--- src/rtl/sysid_pkg.sv ---
// Shared definitions for the system-ID/info slave: register offsets,
// CTRL/STATUS bit positions and datapath widths.
package sysid_pkg;

    localparam int REG_W    = 32;
    localparam int UPTIME_W = 64;
    localparam int PRESC_W  = 16;

    localparam logic [2:0] OFF_ID    = 3'd0;
    localparam logic [2:0] OFF_TS    = 3'd1;
    localparam logic [2:0] OFF_VER   = 3'd2;
    localparam logic [2:0] OFF_FEAT  = 3'd3;
    localparam logic [2:0] OFF_UPLO  = 3'd4;
    localparam logic [2:0] OFF_UPHI  = 3'd5;
    localparam logic [2:0] OFF_SCR   = 3'd6;
    localparam logic [2:0] OFF_CTRL  = 3'd7;

    localparam int CTRL_CLR   = 0;
    localparam int CTRL_FRZ   = 1;
    localparam int CTRL_W1C   = 2;

    localparam int STS_FROZEN = 1;
    localparam int STS_ROERR  = 2;

endpackage

--- src/rtl/sysid_uptime_counter.sv ---
// Prescaled 64-bit uptime counter with synchronous clear and freeze.
// Ports: clock, reset_n (sync, active-low), clear, freeze -> count[63:0].
module sysid_uptime_counter
    import sysid_pkg::*;
#(
    parameter int unsigned TICK_DIV = 1
) (
    input  logic                clock,
    input  logic                reset_n,
    input  logic                clear,
    input  logic                freeze,
    output logic [UPTIME_W-1:0] count
);

    localparam logic [PRESC_W-1:0] LAST = PRESC_W'(TICK_DIV - 1);

    logic [PRESC_W-1:0]  r_presc;
    logic [UPTIME_W-1:0] r_count;

    // Clear has priority over a tick landing on the same edge.
    always_ff @(posedge clock) begin
        if (!reset_n || clear) begin
            r_presc <= '0;
            r_count <= '0;
        end else if (!freeze) begin
            if (r_presc == LAST) begin
                r_presc <= '0;
                r_count <= r_count + UPTIME_W'(1);
            end else begin
                r_presc <= r_presc + PRESC_W'(1);
            end
        end
    end

    assign count = r_count;

endmodule

--- src/rtl/sysid_info_regs.sv ---
// Avalon-MM system-ID/info slave: ID, timestamp, version, features,
// uptime with tear-free snapshot, scratch and CTRL/STATUS registers.
// Ports: clock, reset_n (sync, active-low), address, read, write,
// writedata, byteenable -> readdata, readdatavalid (latency 1).
module sysid_info_regs
    import sysid_pkg::*;
#(
    parameter int unsigned      ADDR_W      = 3,
    parameter logic [31:0]      SYSTEM_ID   = 32'h0000_0000,
    parameter logic [31:0]      TIMESTAMP   = 32'h0000_0000,
    parameter logic [15:0]      VER_MAJOR   = 16'd1,
    parameter logic [15:0]      VER_MINOR   = 16'd0,
    parameter logic [31:0]      FEATURES    = 32'h0,
    parameter int unsigned      TICK_DIV    = 1,
    parameter logic [31:0]      SCRATCH_RST = 32'h0
) (
    input  logic              clock,
    input  logic              reset_n,
    input  logic [ADDR_W-1:0] address,
    input  logic              read,
    input  logic              write,
    input  logic [REG_W-1:0]  writedata,
    input  logic [3:0]        byteenable,
    output logic [REG_W-1:0]  readdata,
    output logic              readdatavalid
);

    logic [REG_W-1:0]    r_scratch;
    logic [REG_W-1:0]    r_shadow_hi;
    logic                r_frozen;
    logic                r_ro_err;

    logic [UPTIME_W-1:0] w_count;
    logic [2:0]          w_off;
    logic                w_mapped;
    logic                w_rd;
    logic                w_wr_scr;
    logic                w_wr_ctrl;
    logic                w_wr_ro;
    logic                w_clear;
    logic [REG_W-1:0]    w_status;
    logic [REG_W-1:0]    w_rdata;

    assign w_off     = address[2:0];
    assign w_mapped  = (address >> 3) == '0;
    // A write in the same cycle swallows the read.
    assign w_rd      = read && !write;
    assign w_wr_scr  = write && w_mapped && (w_off == OFF_SCR);
    assign w_wr_ctrl = write && w_mapped && (w_off == OFF_CTRL)
                       && byteenable[0];
    assign w_wr_ro   = write && (!w_mapped || (w_off <= OFF_UPHI));
    assign w_clear   = w_wr_ctrl && writedata[CTRL_CLR];

    sysid_uptime_counter #(
        .TICK_DIV (TICK_DIV)
    ) u_uptime (
        .clock   (clock),
        .reset_n (reset_n),
        .clear   (w_clear),
        .freeze  (r_frozen),
        .count   (w_count)
    );

    always_comb begin
        w_status             = '0;
        w_status[STS_FROZEN] = r_frozen;
        w_status[STS_ROERR]  = r_ro_err;
    end

    always_comb begin
        w_rdata = '0;
        if (w_mapped) begin
            case (w_off)
                OFF_ID:   w_rdata = SYSTEM_ID;
                OFF_TS:   w_rdata = TIMESTAMP;
                OFF_VER:  w_rdata = {VER_MAJOR, VER_MINOR};
                OFF_FEAT: w_rdata = FEATURES;
                OFF_UPLO: w_rdata = w_count[31:0];
                OFF_UPHI: w_rdata = r_shadow_hi;
                OFF_SCR:  w_rdata = r_scratch;
                OFF_CTRL: w_rdata = w_status;
                default:  w_rdata = '0;
            endcase
        end
    end

    always_ff @(posedge clock) begin
        if (!reset_n) begin
            readdata      <= '0;
            readdatavalid <= 1'b0;
            r_shadow_hi   <= '0;
            r_scratch     <= SCRATCH_RST;
            r_frozen      <= 1'b0;
            r_ro_err      <= 1'b0;
        end else begin
            readdatavalid <= w_rd;
            if (w_rd) begin
                readdata <= w_rdata;
            end
            // Latch the upper half with the low-word read so the pair
            // is coherent even if a carry lands in between.
            if (w_rd && w_mapped && (w_off == OFF_UPLO)) begin
                r_shadow_hi <= w_count[63:32];
            end
            if (w_wr_scr) begin
                for (int i = 0; i < 4; i++) begin
                    if (byteenable[i]) begin
                        r_scratch[8*i +: 8] <= writedata[8*i +: 8];
                    end
                end
            end
            if (w_wr_ctrl) begin
                r_frozen <= writedata[CTRL_FRZ];
                if (writedata[CTRL_W1C]) begin
                    r_ro_err <= 1'b0;
                end
            end
            if (w_wr_ro) begin
                r_ro_err <= 1'b1;
            end
        end
    end

endmodule

--- config.mk ---
export PLATFORM = sky130hd
export DESIGN_NAME = sysid_info_regs
export DESIGN_NICKNAME = d
export VERILOG_FILES = /design/src/rtl/sysid_pkg.sv /design/src/rtl/sysid_uptime_counter.sv /design/src/rtl/sysid_info_regs.sv
export SDC_FILE = /design/constraint.sdc
export NUM_CORES = 1
export LEC_CHECK = 0
export CAP_MARGIN = 20
export CORE_ASPECT_RATIO = 1.75
export CORE_UTILIZATION = 30
export DETAILED_ROUTE_END_ITERATION = 8
export GPL_ROUTABILITY_DRIVEN = 0
export REMOVE_ABC_BUFFERS = 1
export SLEW_MARGIN = 20
export SYNTH_ARGS = -nofsm -noshare
export SYNTH_HDL_FRONTEND = slang
export SYNTH_HIERARCHICAL = 1
export SYNTH_SLANG_ARGS = --single-unit
--- constraint.sdc ---
create_clock -name clock -period 2.5 [get_ports clock]
set_input_delay 0.25 -clock clock [delete_from_list [all_inputs] [get_ports clock]]
set_output_delay 0.25 -clock clock [all_outputs]
set_load 0.01 [all_outputs]
# Word level (Yosys, flattened, before mapping)
# Index checks and enable logic that the tools add are counted.
# classes
addsub	2
n_lt_le_gt_ge	1
eq_ne	7
n_mux	5
bitwise	1
n_reduce_logical	21
# op_table
operator	count
32-bit one-hot mux with 6 select lines	1
64-bit by 1-bit adder with 64-bit output (second input constant)	1
16-bit by 1-bit adder with 16-bit output (second input constant)	1
16-bit logical NOT	1
16-bit 2-to-1 mux	1
3-bit == test (second input constant)	4
2-bit AND reduction	6
1-bit logical AND	7
3-bit by 2-bit == test with 1-bit output (second input constant)	2
2-bit nonzero test	2
3-bit by 1-bit == test with 1-bit output (second input constant)	1
3-bit less-or-equal comparator (second input constant)	1
3-bit logical NOT	1
1-bit 2-to-1 mux	3
3-bit OR reduction	1
1-bit logical NOT	2
1-bit logical OR	1
1-bit inverter	1
# totals
regBits	179
inputBits	43

# Longest topological paths before layout
# Gate-level depths: netlist of run 1.
# depth
word_depth	5
depth_mapped	10

# By module
# Netlist of run 1, hierarchy kept.
# by_module_without_submodules
module	n_inst	cells_each	area_per_inst_um2	seq_area_each_um2
sysid_info_regs	1	472	4379.2	1981.9
sysid_uptime_counter	1	458	3821.2	1601.5

# Worst setup path before layout of run 1
# OpenSTA, ideal clock, no wires.
# synth_timing
path_type	register -> register
startpoint	register u_uptime.r_count[0], in the netlist u_uptime/count[0]
endpoint	register u_uptime.r_count[62], in the netlist u_uptime/count[62]
setup_ps	132
t_arrival_ps	1982
required_time_ps	2368
path_slack_ps	386
path_stages_with_launch	10
path_buffers	3
cell_sequence	dfxtp_1 -> ha_1 -> clkbuf_1 -> nand4_1 -> nor4_4 -> nand4_1 -> clkbuf_1 -> clkbuf_1 -> o31ai_1 -> a21oi_1
# synth_between
elab_chain_cells	1
# synth_lines
item	line	rtl
start, declared	sysid_uptime_counter.sv:18	logic [UPTIME_W-1:0] r_count;
start signal, assigned	sysid_uptime_counter.sv:28	r_count <= r_count + UPTIME_W'(1);
64-bit by 1-bit adder with 64-bit output	sysid_uptime_counter.sv:28	
# Every way passes these cells.
# A chain may end at the register's enable or synchronous reset.

# Worst setup path after layout of run 1
# layout_timing
startpoint	register u_uptime.r_presc[3]
endpoint	register u_uptime.r_count[50], in the netlist u_uptime/count[50]
# layout_between
elab_chain_cells	2
# layout_lines
item	line	rtl
start, declared	sysid_uptime_counter.sv:17	logic [PRESC_W-1:0] r_presc;
start signal, assigned	sysid_uptime_counter.sv:30	r_presc <= r_presc + PRESC_W'(1);
16-bit logical NOT	sysid_uptime_counter.sv:26	if (r_presc == LAST) begin
2-bit AND reduction (no source line)	-	
# Every way passes these cells.

==> results of run 1 <==
sequential cells by signal (all words and copies together) (netlist names):
name              flops
r_shadow_hi          32
u_uptime/count       64
u_uptime/r_presc     16
r_ro_err              1
readdatavalid         1
r_scratch            32
r_frozen              1
readdata             32
synthesized netlist by cell type (3+ instances only):
library cell,n,share of area
buf_2,15,0.0092
nand3b_1,3,0.0027
buf_6,9,0.012
nand4_1,33,0.025
nand4_2,3,0.0046
and4_1,3,0.0032
a22o_1,31,0.033
and3_1,13,0.0099
xnor2_1,7,0.0075
clkbuf_1,40,0.018
nand3_1,91,0.056
o31ai_1,15,0.014
nor3_1,4,0.0024
nand2_1,31,0.014
o21ai_0,92,0.056
or4_1,14,0.013
buf_12,3,0.0073
mux2i_1,34,0.042
nand2b_1,5,0.0038
buf_4,5,0.0046
xor2_1,29,0.031
or3_1,27,0.021
ha_1,3,0.0046
o2bb2ai_1,29,0.031
a21oi_1,109,0.067
nor2_1,49,0.022
inv_1,12,0.0055
dfxtp_1,179,0.44
and2_1,5,0.0038
nor4_1,9,0.0069
power groups by stage:
stage          registers, mW  clock network [mW]  logic (mW)
2_1_floorplan           2.94                   0       0.123
3_3_place_gp            2.95                   0       0.339
3_5_place_dp            2.95                   0       0.342
4_1_cts                 2.88                3.07       0.343
5_1_grt                 2.88                3.20       0.367
6_report                2.88                3.02       0.340
how the worst max path moves through the flow:
stage / end / cells after the start / slack, ns / from
3_3_place_gp: u_uptime/count[45]$_SDFFE_PP0P_ / 5 / 0.20 / u_uptime/r_presc[3]$_SDFFE_PP0N_
5_1_grt: u_uptime/count[37]$_SDFFE_PP0P_ / 9 / 0.02 / u_uptime/r_presc[0]$_SDFFE_PP0N_
6_report: u_uptime/count[50]$_SDFFE_PP0P_ / 6 / 0.16 / u_uptime/r_presc[3]$_SDFFE_PP0N_
2_1_floorplan: u_uptime/count[50]$_SDFFE_PP0P_ / 7 / -0.26 / u_uptime/r_presc[0]$_SDFFE_PP0N_
3_5_place_dp: u_uptime/count[45]$_SDFFE_PP0P_ / 5 / 0.14 / u_uptime/r_presc[3]$_SDFFE_PP0N_
4_1_cts: u_uptime/count[45]$_SDFFE_PP0P_ / 5 / 0.11 / u_uptime/r_presc[3]$_SDFFE_PP0N_
metal layers:
metal | GRT usage | vias to the layer above
li1 | - | 3568
met1 | 0.185 | 3570
met2 | 0.348 | 137
met3 | 0.0256 | 37
met4 | 0.0853 | 0
met5 | 0 | -
layout by cell type, fill, tap and decap left out, drive strengths merged, types with 4 or more instances in the layout:
master / count
nor3: 4
nor2b: 4
o2bb2ai: 29
and2: 5
a22o: 31
clkbuf: 20
nand3: 92
clkinvlp: 5
nand2b: 5
nand3b: 4
dfxtp: 179
xnor2: 7
or4: 15
and3: 13
inv: 13
nand4: 36
nand2: 31
buf: 46
xor2: 29
nor4: 11
or3: 29
a21oi: 109
o21ai: 92
o31ai: 15
mux2i: 34
clkdlybuf4s50: 73
nor2: 49
bufinv: 5
cell families (layout without fill, tap and decap cells):
group	after synthesis	count (layout)	synth area share
xor gates and xnor gates	36	36	0.0384
buffers and inverters	84	163	0.0572
DFF	179	179	0.437
and+or+nand+nor	311	311	0.214
adders and majority gates	3	3	0.00458
AOI/OAI and AO/OA	283	283	0.208
muxes	34	34	0.0415
per-stage QoR:
stage	util	hold WS, ns	setup WS [ns]	instance area, um2	setup TNS [ns]
finish	0.374	0.363	0.163	9970	0
global route	0.374	0.363	0.0243	9970	0
CTS	0.373	0.343	0.114	9960	0
detailed placement	0.348	0.466	0.139	9290	0
global placement	0.348	0.460	0.196	9290	0
floorplan	-	0.347	-0.257	7780	-1.98
layout make-up:
cell class / instances / area (um2) / share of cell area
clock inverters: 12 / 201 / 0.0202
inverters: 12 / 45.0 / 0.00452
multi-input cells: 667 / 4170 / 0.418
well taps: 324 / 405 / 0.0407
flip-flops and latches: 179 / 3580 / 0.359
repair buffers: 119 / 1100 / 0.110
clock buffers: 20 / 467 / 0.0468
worst max-delay path, cell delays in order, from the launching register on:
cell     delay [ns]
dfxtp_1        0.35
nor4_1         0.42
and4_1         0.42
nand4_1        0.13
buf_4          0.24
or4_2          0.55
a21oi_1        0.17
==> impl_results.md, run 1 <==
- Status: finished, final reports clean
- Diodes inserted: 0
- Synth Register Bits: between 150 and 200
- RR Endpoint: u_uptime/count[50]$_SDFFE_PP0P_
- WL/cell: ~18 um
- Via density: 5.49
- Post-route minimum period: 2.34 ns
- CTS sink count: 179
- DR DRC count: 0
- Reg2reg start: u_uptime/r_presc[3]$_SDFFE_PP0N_
- Clk slew on worst S/H paths: 0.07 ns
- Switch Pwr: 1.39 mW
- Worst Skew: 0.0114 ns
- Die area: 0.0280 mm2
- Routed vias: 7,312
- Fraction of layout cells with a size suffix above 1: 0.0991
- Uppermost routed layer: met4
- Kind of critical path: reg2reg
- Fillers: between 2,000 and 3,000
- Finish-stage setup viols: 0
- Critical hold path startpoint: writedata[20]
- Initial antenna violation count: 0
- Power share of the sequential group: 0.462
- CTS Hold Bufs: 0
- Nets: 1,042
- Metal3 WL: approximately 710 um
- CTS buffer count: 17
- Synth Instances: 930
- H-tree levels: 4
- Switching portion of total power: 0.223
- Synth warn: 6
- Height of the die: 221 um
- First-pass GRT wire length: between 30,000 and 40,000 um
- Max Buffers Root-to-Sink: 2
- Starting density of the core: 0.307
- Clock power frac: 0.484
- Hold Crit Endpoint: r_scratch[20]$_SDFFE_PN0P_
- DP HPWL: 17,100 um
- Vias in the first global route: between 7,000 and 8,000
- Final Max Slew Viols: 0
- Synth Flop Type: dfxtp_1
- Synthesized area: approximately 0.008 mm2
- Antenna viol nets, final: 0
- WP data arrival: ~2.7 ns
- Num rows: 79
- Worst-margin pin slew: 0.659 ns
- Hold Fails Final Rpt: 0
- Post-synth EDFFs: 0
- Flop2flop setup slack: 0.16 ns
- P&R area growth vs syn: 21.6%
- Setup bufs post-CTS: 0
- Worst reg2reg path depth: 6
- CP endpoint kind: flip-flop
- I/O pin total: 76
- Seq/Total Area, Yosys: 0.437
- Synth unique cells: 51
- Type of origin of the critical path: flip-flop
- Worst-path fanout max: 22
- Hold Path Depth: 3
- Critical Path RT: 2.88 ns
- DRT iter0 DRCs: ~430
- Pin count of the biggest net entering global routing: 53
- Combinational share of power: 0.055
- Pleak: 3.29 nW
- Global router's overall resource usage: 0.179
- FFs w/ async S/R, synth: 0
- Post-CTS sizing: 0
- Final period util: 0.935
- Post-Layout Cell Count: 1,333
- Worst VDD drop: 0.474 mV
- Input/output buffers: 75
- PwrDens: 626 mW/mm2
- Fmax: 428 MHz
- Total chip power: ~6.2 mW
- Placed insts: 1,301
- Total gr overflow: 0
- Worst hold-check path type: in2reg
- WL met1: 9490 um
- Die width: 127 um
- Internal: between 4 and 5 mW
- CTS tree: yes
- Synthesized area per cell: 8.82 um2
- RSZ-0062 raised after global routing: no
- Core area: between 0.02 and 0.03 mm2
- MaxCap Viol Count: 0
- Iteration count of the initial detailed-routing pass: 5
- Clock Latency Late Sink: 0.45 ns
- Relative slew slack: 0.560
- Clock root cell: clkbuf_16
- Routed WL: 24,300 um
- Routed length on met2: 13,400 um
(Power assumes the default switching activity.)
==> inputs of run 2 (changes only) <==
--- a/config.mk
+++ b/config.mk
@@ -10,6 +10,7 @@
 export CORE_UTILIZATION = 30
 export DETAILED_ROUTE_END_ITERATION = 8
 export GPL_ROUTABILITY_DRIVEN = 0
+export MAX_ROUTING_LAYER = met4
 export REMOVE_ABC_BUFFERS = 1
 export SLEW_MARGIN = 20
 export SYNTH_ARGS = -nofsm -noshare
==> run 2 against run 1 <==
Against the previous run: non-clock buffer count is the same; via count shrank 0.48%; clock-buffer cell count is the same; critical path type unchanged; highest routed layer unchanged.
==> impl_results.md, run 2 (same netlist as run 1, synthesis figures left out) <==
- Status: finished, final reports clean (unchanged)
- Relative slew slack: 0.562 (was 0.560)
- GR Layer Usage met2: 0.347 (was 0.348)
- CTS tree: yes (unchanged)
- Hold Fails Final Rpt: 0 (unchanged)
- GRT met1 Usage: 0.186 (was 0.185)
- H-tree levels: 4 (unchanged)
- Most common cell after layout, fill and taps aside: dfxtp_1 (unchanged)
- First-pass GRT wire length: 38,300 um (about the same)
- Worst hold-check path type: in2reg (unchanged)
- Fmax: 428 MHz (about the same)
- Critical Path RT: 2.88 ns (about the same)
- Initial antenna violation count: 0 (unchanged)
- Met3 usage: 0.0276 (was 0.0256)
- RSZ-0062 raised after global routing: no (unchanged)
- Max reg flops: 64 (unchanged)
- WP data arrival: 2.71 ns (about the same)
- Worst-path fanout max: 22 (unchanged)
- Kind of critical path: reg2reg (unchanged)
- Final Max Slew Viols: 0 (unchanged)
- Worst Skew: 0.00889 ns (was 0.0114 ns)
- DR DRC count: 0 (unchanged)
- Iteration count of the initial detailed-routing pass: 5 (unchanged)
- CP endpoint kind: flip-flop (unchanged)
- CTS buffer count: 17 (unchanged)
- CTS Hold Bufs: 0 (unchanged)
- Diodes inserted: 0 (unchanged)
- Post-route minimum period: 2.33 ns (was 2.34 ns)
- Starting density of the core: 0.307 (unchanged)
- Input/output buffers: 75 (unchanged)
- Setup TNS: 0 ns (unchanged)
- Gr busiest metal: met2 (unchanged)
- Total gr overflow: 0 (unchanged)
- Clock Latency Late Sink: 0.45 ns (about the same)
- Post-Layout Cell Count: 1,333 (unchanged)
- CTS sink count: 179 (unchanged)
- Num rows: 79 (unchanged)
- Pleak: 3.29 nW (unchanged)
- Final setup margin: 0.166 ns (was 0.163 ns)
- Pre-CTS WS: 0.139 ns (unchanged)
- Global router's overall resource usage: 0.184 (was 0.179)
- Area after DPL: 0.00929 mm2 (unchanged)
- Pin count of the biggest net entering global routing: 53 (unchanged)
- Max Buffers Root-to-Sink: 2 (unchanged)
- Critical hold path startpoint: writedata[20] (unchanged)
- Die area: 0.0280 mm2 (unchanged)
- Antenna viol nets, final: 0 (unchanged)
- Placed insts: 1,301 (unchanged)
- Routed vias: 7,277 (was 7,312)
- P&R area growth vs syn: 21.6% (unchanged)
- Core area: 0.0267 mm2 (unchanged)
- Hold Path Depth: 3 (unchanged)
- Reg2reg start: u_uptime/r_presc[3]$_SDFFE_PP0N_ (unchanged)
- Routed WL: 24,300 um (about the same)
- Flop2flop setup slack: 0.17 ns (was 0.16 ns)
- Height of the die: 221 um (unchanged)
- Worst reg2reg path depth: 6 (unchanged)
- Finish-stage setup viols: 0 (unchanged)
- Nets: 1,042 (unchanged)
- Setup bufs post-CTS: 0 (unchanged)
- Hold Crit Endpoint: r_scratch[20]$_SDFFE_PN0P_ (unchanged)
- Hold WS: 0.362 ns (was 0.363 ns)
- DRT iter0 DRCs: 423 (was 433)
- Via density: 5.46 (was 5.49)
- Fraction of layout cells with a size suffix above 1: 0.0991 (unchanged)
- Vias in the first global route: 7,141 (was 7,145)
- Worst-margin pin slew: 0.658 ns (was 0.659 ns)
- PwrDens: 626 mW/mm2 (about the same)
- Final instance area: 0.00997 mm2 (unchanged)
- Final period util: 0.933 (was 0.935)
- Commonest non-fill, non-tap cells in the layout: 179 x dfxtp_1, 109 x a21oi_1, 92 x o21ai_0, 90 x nand3_1, 73 x clkdlybuf4s50_1 (unchanged)
- Clk slew on worst S/H paths: 0.07 ns (about the same)
- I/O pin total: 76 (unchanged)
- Type of origin of the critical path: flip-flop (unchanged)
- Clock root cell: clkbuf_16 (unchanged)
- Worst VDD drop: 0.477 mV (was 0.474 mV)
- RR Endpoint: u_uptime/count[50]$_SDFFE_PP0P_ (unchanged)
- WL/cell: 18.2 um (was 18.3 um)
- MaxCap Viol Count: 0 (unchanged)
- Die width: 127 um (unchanged)
- DP HPWL: 17,100 um (unchanged)
-- run 2: cell counts in the layout (fill, tap and decap cells not counted) --
No cell type changed its count.
-- run 2: worst max-delay path by stage --
stage / start / endpoint / slack, ns / cells past startpoint
CTS: u_uptime/r_presc[3]$_SDFFE_PP0N_ / u_uptime/count[45]$_SDFFE_PP0P_ / 0.11 / 5
global placement: u_uptime/r_presc[3]$_SDFFE_PP0N_ / u_uptime/count[45]$_SDFFE_PP0P_ / 0.20 / 5
detailed placement: u_uptime/r_presc[3]$_SDFFE_PP0N_ / u_uptime/count[45]$_SDFFE_PP0P_ / 0.14 / 5
floorplan: u_uptime/r_presc[0]$_SDFFE_PP0N_ / u_uptime/count[50]$_SDFFE_PP0P_ / -0.26 / 7
finish: u_uptime/r_presc[3]$_SDFFE_PP0N_ / u_uptime/count[50]$_SDFFE_PP0P_ / 0.17 / 6
global route: u_uptime/r_presc[0]$_SDFFE_PP0N_ / u_uptime/count[37]$_SDFFE_PP0P_ / 0.03 / 9
-- run 2: through the flow --
stage                      util  power, mW
final                     0.374       6.24
after global routing      0.374       6.45
after CTS                 0.373       6.30
after detailed placement  0.348       3.29
after global placement    0.348       3.28
after floorplan               -       3.06
-- run 2: metal layers --
metal  share of wire  vias to the layer above
met5               0                        -
met4           0.028                        0
met3           0.029                       34
met2            0.55                      132
met1            0.39                     3538
li1                -                     3573
-- run 2: area by class of cell --
class / instances / area (um2)
multi-input cells: 667 / 4170
flip-flops and latches: 179 / 3580
inverters: 12 / 45.0
clock buffers: 20 / 467
fillers: 2734 / 16700
clock inverters: 12 / 201
well taps: 324 / 405
repair buffers: 119 / 1100
-- run 2: repair_timing --
item | CTS | global route
endpoints found under the setup margin | 0 | 9
endpoints found under the hold margin | 0 | 0
resized for setup | 0 | 2
-- run 2: worst max-delay path, cell delays in order (launching register included) --
cell	delay, ns
dfxtp_1	0.35
nor4_1	0.44
and4_1	0.42
nand4_1	0.13
buf_4	0.24
or4_2	0.55
a21oi_1	0.15
-- run 2: power breakdown --
group | internal (mW) | switching (mW)
logic | 0.128 | 0.212
registers | 2.87 | 0.0147
clock network | 1.85 | 1.16
==> inputs of run 3 (changes only) <==
--- a/config.mk
+++ b/config.mk
@@ -8,6 +8,7 @@
 export CAP_MARGIN = 20
 export CORE_ASPECT_RATIO = 1.75
 export CORE_UTILIZATION = 30
+export CTS_CLUSTER_SIZE = 40
 export DETAILED_ROUTE_END_ITERATION = 8
 export GPL_ROUTABILITY_DRIVEN = 0
 export MAX_ROUTING_LAYER = met4
==> results of run 3 <==
Same layout as run 2: the final DEF is identical, and so are final timing and power.
